### config.mk
export PLATFORM = sky130hd
export DESIGN_NAME = piso_serializer_flat
export DESIGN_NICKNAME = d
export VERILOG_FILES = /design/src/rtl/piso_if.sv /design/src/rtl/piso_serializer.sv /design/src/flat_wrapper.sv
export SDC_FILE = /design/constraint.sdc
export NUM_CORES = 1
export LEC_CHECK = 0
export BUFFER_PORTS_ARGS = -buffer_cell sky130_fd_sc_hd__buf_2
export CAP_MARGIN = 20
export CELL_PAD_IN_SITES_DETAIL_PLACEMENT = 1
export CELL_PAD_IN_SITES_GLOBAL_PLACEMENT = 2
export CORE_MARGIN = 8
export CORE_UTILIZATION = 26
export CTS_BUF_LIST = sky130_fd_sc_hd__clkbuf_4 sky130_fd_sc_hd__clkbuf_8 sky130_fd_sc_hd__clkbuf_16
export DETAILED_ROUTE_END_ITERATION = 16
export HOLD_SLACK_MARGIN = 0.1
export PLACE_DENSITY = 0.75
export SLEW_MARGIN = 40
export SYNTH_ARGS = -nofsm -noshare
export SYNTH_HDL_FRONTEND = slang
export SYNTH_SLANG_ARGS = --single-unit
### constraint.sdc
create_clock -name clk -period 1.3 [get_ports clk]
set_clock_uncertainty 0.05 [all_clocks]
set_input_delay 0.26 -clock clk [delete_from_list [all_inputs] [get_ports clk]]
set_output_delay 0.26 -clock clk [all_outputs]
set_load 0.1 [all_outputs]
### src/rtl/piso_if.sv
// Handshake and serial-output bundle for piso_serializer.
// The upstream word source drives the master side; the serializer takes the slave side.
interface piso_if #(
  parameter int WIDTH = 4
);
  logic [WIDTH-1:0] din;
  logic             din_valid;
  logic             din_ready;
  logic             ser_out;
  logic             ser_valid;
  logic             ser_last;

  modport master (
    output din, din_valid,
    input  din_ready, ser_out, ser_valid, ser_last
  );

  modport slave (
    input  din, din_valid,
    output din_ready, ser_out, ser_valid, ser_last
  );
endinterface

### src/rtl/piso_serializer.sv
// Parallel-in serial-out stage feeding a SIPO; gapless reload on the last bit of a frame.
// Optional PISO_PARITY_EN appends an even-parity bit, making each frame WIDTH+1 bits.
module piso_serializer #(
  parameter int WIDTH     = 4,
  parameter bit MSB_FIRST = 1'b1
) (
  input  logic   clk,
  input  logic   rst,
  piso_if.slave  bus
);
`ifdef PISO_PARITY_EN
  localparam int FRAME_LEN = WIDTH + 1;
`else
  localparam int FRAME_LEN = WIDTH;
`endif
  localparam int CNT_W = $clog2(FRAME_LEN);

  typedef enum logic {
    IDLE  = 1'b0,
    SHIFT = 1'b1
  } state_t;

  state_t           state_q, state_d;
  logic [WIDTH-1:0] shreg_q, shreg_d;
  logic [CNT_W-1:0] cnt_q, cnt_d;
  logic [WIDTH-1:0] shreg_shifted;
  logic             last_bit;
  logic             lead_bit;
  logic             ready;
  logic             load;
`ifdef PISO_PARITY_EN
  logic             parity_q, parity_d;
`endif

  assign last_bit      = (state_q == SHIFT) && (cnt_q == CNT_W'(FRAME_LEN - 1));
  assign lead_bit      = MSB_FIRST ? shreg_q[WIDTH-1] : shreg_q[0];
  assign shreg_shifted = MSB_FIRST ? {shreg_q[WIDTH-2:0], 1'b0}
                                   : {1'b0, shreg_q[WIDTH-1:1]};
  // Ready comes only from registered state so the upstream sees no loop through din_valid.
  assign ready         = !rst && ((state_q == IDLE) || last_bit);
  assign load          = bus.din_valid && ready;

  assign bus.din_ready = ready;
  assign bus.ser_valid = (state_q == SHIFT);
  assign bus.ser_last  = last_bit;
`ifdef PISO_PARITY_EN
  // Data bits are exhausted by the parity cycle, so the stored parity is muxed in.
  assign bus.ser_out   = (state_q == SHIFT) &&
                         ((cnt_q == CNT_W'(WIDTH)) ? parity_q : lead_bit);
`else
  assign bus.ser_out   = (state_q == SHIFT) && lead_bit;
`endif

  always_comb begin
    state_d  = state_q;
    shreg_d  = shreg_q;
    cnt_d    = cnt_q;
`ifdef PISO_PARITY_EN
    parity_d = parity_q;
`endif
    case (state_q)
      IDLE: begin
        if (load) begin
          shreg_d = bus.din;
          cnt_d   = '0;
          state_d = SHIFT;
        end
      end
      SHIFT: begin
        shreg_d = shreg_shifted;
        cnt_d   = cnt_q + CNT_W'(1);
        if (last_bit) begin
          cnt_d   = '0;
          state_d = IDLE;
          if (load) begin
            shreg_d = bus.din;
            state_d = SHIFT;
          end
        end
      end
      default: state_d = IDLE;
    endcase
`ifdef PISO_PARITY_EN
    if (load) parity_d = ^bus.din;
`endif
  end

  always_ff @(posedge clk) begin
    if (rst) begin
      state_q  <= IDLE;
      shreg_q  <= '0;
      cnt_q    <= '0;
`ifdef PISO_PARITY_EN
      parity_q <= 1'b0;
`endif
    end else begin
      state_q  <= state_d;
      shreg_q  <= shreg_d;
      cnt_q    <= cnt_d;
`ifdef PISO_PARITY_EN
      parity_q <= parity_d;
`endif
    end
  end
endmodule

### src/flat_wrapper.sv
// flat-port wrapper written by rule: the top's interface ports become plain ports
module piso_serializer_flat 
#(
  parameter int WIDTH     = 4,
  parameter bit MSB_FIRST = 1'b1
)
  (clk, rst, bus_din, bus_din_valid, bus_din_ready, bus_ser_out, bus_ser_valid, bus_ser_last);
  piso_if #(.WIDTH(WIDTH)) bus_i ();
  input  logic clk;
  input  logic rst;
  input wire logic [$bits(bus_i.din)-1:0] bus_din;
  input wire logic [$bits(bus_i.din_valid)-1:0] bus_din_valid;
  output wire logic [$bits(bus_i.din_ready)-1:0] bus_din_ready;
  output wire logic [$bits(bus_i.ser_out)-1:0] bus_ser_out;
  output wire logic [$bits(bus_i.ser_valid)-1:0] bus_ser_valid;
  output wire logic [$bits(bus_i.ser_last)-1:0] bus_ser_last;
  assign bus_i.din = bus_din;
  assign bus_i.din_valid = bus_din_valid;
  assign bus_din_ready = bus_i.din_ready;
  assign bus_ser_out = bus_i.ser_out;
  assign bus_ser_valid = bus_i.ser_valid;
  assign bus_ser_last = bus_i.ser_last;
  piso_serializer #(.WIDTH(WIDTH), .MSB_FIRST(MSB_FIRST)) u_core (.clk(clk), .rst(rst), .bus(bus_i));
endmodule
==> out/metrics.csv <==
stage,metric,value,unit
drt,avgViaCountPerCell,4.80,
sta,hold_viol,0,
run,timing.max_cap.violations,0,
global_route,use_met1,7.47,%
clock_tree,clk-insertion-delay-late,0.25,ns
power_and_ir_drop,ir_worst_vdd,0.000534,V
sta,period_minus_slack,1.58,ns
sta,finalSetupViolCount,6,
critical_path,start_kind,register,
clock_tree,path_clk_slew,0.05,ns
drt,wirelength,1090,um
logic_synthesis,yosysWarnings,0,
sta,setup_slack,-0.278,ns
run_status,status,"complete, but fails checks",
global_route,grt_max_degree,12,
final_layout,mostFrequentLayoutCells,"11 x buf_4, 6 x buf_2, 5 x nor2_1, 5 x mux2i_1",
critical_path,cp.required,0.99,ns
critical_path,path_max_fanout,2,
place,hpwlAfterDp,667,um
global_route,top_usage_layer,met2,
global_route,antenna_found_initial,0,
critical_path,rrSetupSlack,-0.18,ns
place,dp_cells,68,
logic_synthesis,synth_xor_area_share,0,%
clock_tree,hold_buffers,0,
global_route,grt_overflow_total,0,
final_layout,drive_gt1_share,61.5,%
logic_synthesis,muxShareOfSynthArea,13.4,%
global_route,grt_pass1_wl,1680,um
sta,rsz0062_at_grt,true,
logic_synthesis,synth_top_family_by_area,simple AND/OR/NAND/NOR gates,
hold_path,hp-class,in2reg,
global_route,grt_pass1_vias,400,
clock_tree,cts-buffers-inserted,3,
logic_synthesis,yosysSeqAreaShare,37.6,%
power_and_ir_drop,power_density,984,mW/mm^2
sta,slew_violations,0,
logic_synthesis,synth_seq_cells,7,
final_layout,num_antenna_cells,0,
clock_tree,cts_root_buffer,clkbuf_4,
clock_tree,cts_max_path_buffers,2,
critical_path,crit_type,reg2out,
logic_synthesis,synth_cell_type_count,17,
logic_synthesis,synth_adder_area_share,3.36,%
logic_synthesis,synth_compound_area_share,17.8,%
sta,tightest_slew,0.235,ns
logic_synthesis,synthSimpleGateAreaFrac,21.5,%
place,portBuffers,10,
critical_path,r2r_cells,7,
floorplan,die_area,0.00290,sq mm
drt,drt_iter0_markers,0,
final_layout,syn2layout_area_growth,77.2,%
power_and_ir_drop,finalPower,0.000650,W
final_layout,utilization,50.1,%
global_route,grt_use_total,7.98,%
hold_path,min-delay-start,bus_din[3],
global_route,grt_use_met2,13.9,%
clock_tree,clock-sinks,7,
drt,via_count,384,
logic_synthesis,syn_nets,49,
power_and_ir_drop,p_leak,0.287,nW
critical_path,r2r-start,u_core.cnt_q[0],
clock_tree,htree_num_levels,1,
final_layout,stdcell_count,80,
sta,maxSlewHeadroom,84.3,%
sta,max_freq,0.634,GHz
hold_path,min_path_cells,3,
place,gp_congestion,0.670,
floorplan,start_util,28.3,%
global_route,use_met3,2.75,%
critical_path,r2r-end,u_core.cnt_q[0],
final_layout,fin_nets,74,
run_status,violations,negative setup slack,
drt,drc_errors,0,
clock_tree,cts_tree,done,
floorplan,ios,11,
final_layout,final_common_cell,buf_4,
sta,min_period_over_period,121,%
floorplan,fp.dieH,53.9,um
floorplan,rows,13,
logic_synthesis,syn_inst,41,
logic_synthesis,avgSynthCellArea,9.09,sq um
logic_synthesis,syn-cell-area,373,sq um
hold_path,hold_end,u_core.shreg_q[3],
drt,wl_per_cell,13.7,um
critical_path,end_kind,output port,
critical_path,arrival,1.27,ns
floorplan,core,0.00132,sq mm
final_layout,nFillCells,144,
drt,drt_first_pass_iters,1,
floorplan,die_w,53.9,um
drt,ant_nets,0,
## timing repair
item                       CTS  global route
cloned                       0             0
setup endpoints to repair    6             8
pin swaps                    2             1
buffers inserted             5             3
resized for setup            5             7
## area by class of cell
cell class                 instances  area [sq um]  share of cell area, %
multi-input combinational         30           246                   37.3
clock buffer                       4          30.0                   4.55
sequential                         7           146                   22.2
tap                               15          18.8                   2.84
timing repair buffer              23           215                   32.6
inverter                           1          3.75                  0.568
## metal layers
| metal | share of wire, % | up-vias |
|---|---|---|
| met5 | 0 | - |
| met4 | 2.6 | 0 |
| met3 | 4.7 | 3 |
| met2 | 55 | 8 |
| met1 | 37 | 185 |
| li1 | - | 188 |
## cell families after synthesis
| family | after synthesis |
|---|---|
| AND/OR/NAND/NOR | 16 |
| AO/OA/AOI/OAI | 8 |
| flip-flops | 7 |
| multiplexers | 5 |
| buffers and inverters | 4 |
| adder cells (fa/ha/maj) | 1 |
## worst max path at each step
stage                         startpoint                end  slack [ns]  cells after the start
finish                   u_core.cnt_q[0]      bus_din_ready       -0.28                      4
detailed placement       u_core.cnt_q[0]      bus_din_ready       -0.06                      4
floorplan           u_core.bus.ser_valid      bus_din_ready       -0.33                      3
global route             u_core.cnt_q[0]      bus_din_ready       -0.33                      4
global placement         u_core.cnt_q[0]  u_core.shreg_q[3]       -0.03                      5
CTS                      u_core.cnt_q[0]      bus_din_ready       -0.27                      4
## state kept, by name, summed over array words and instances, names as in the netlist
register / count
u_core.shreg_q: 4
u_core.cnt_q: 2
u_core.bus.ser_valid: 1
## worst max-delay path: stages, from the launching register on
cell and delay (ns):
dfxtp_2 0.35, ha_4 0.14, and2b_2 0.23, nor2_4 0.11, buf_12 0.18
## cells in the mapped netlist
cell | instances | area share [%]
nor2_1 | 7 | 7.0
o21a_1 | 1 | 2.0
buf_2 | 1 | 1.3
and2b_2 | 1 | 2.3
mux2i_1 | 5 | 13
a21oi_2 | 3 | 7.0
ha_1 | 1 | 3.4
o32a_1 | 1 | 2.7
dfxtp_1 | 7 | 38
nand2_1 | 1 | 1.0
inv_1 | 1 | 1.0
nand2b_1 | 1 | 1.7
a21o_1 | 3 | 6.0
and2_2 | 2 | 4.0
nand3_1 | 4 | 5.4
buf_6 | 1 | 3.0
buf_1 | 1 | 1.0
## through the flow
stage | TNS (ns) | hold slack [ns] | setup slack [ns] | cell area [sq um]
floorplan | -0.705 | 0.380 | -0.334 | 384
global placement | -0.0994 | 0.488 | -0.0277 | 531
detailed placement | -0.157 | 0.493 | -0.0583 | 531
CTS | -0.497 | 0.215 | -0.274 | 614
global route | -1.05 | 0.232 | -0.328 | 661
finish | -0.792 | 0.226 | -0.278 | 661
## where the power goes
group	internal, W	switching [W]
combinational	0.0000892	0.0000977
sequential	0.000228	0.0000106
clock	0.000138	0.0000865
Note: power is estimated with default switching activity, not from simulation.
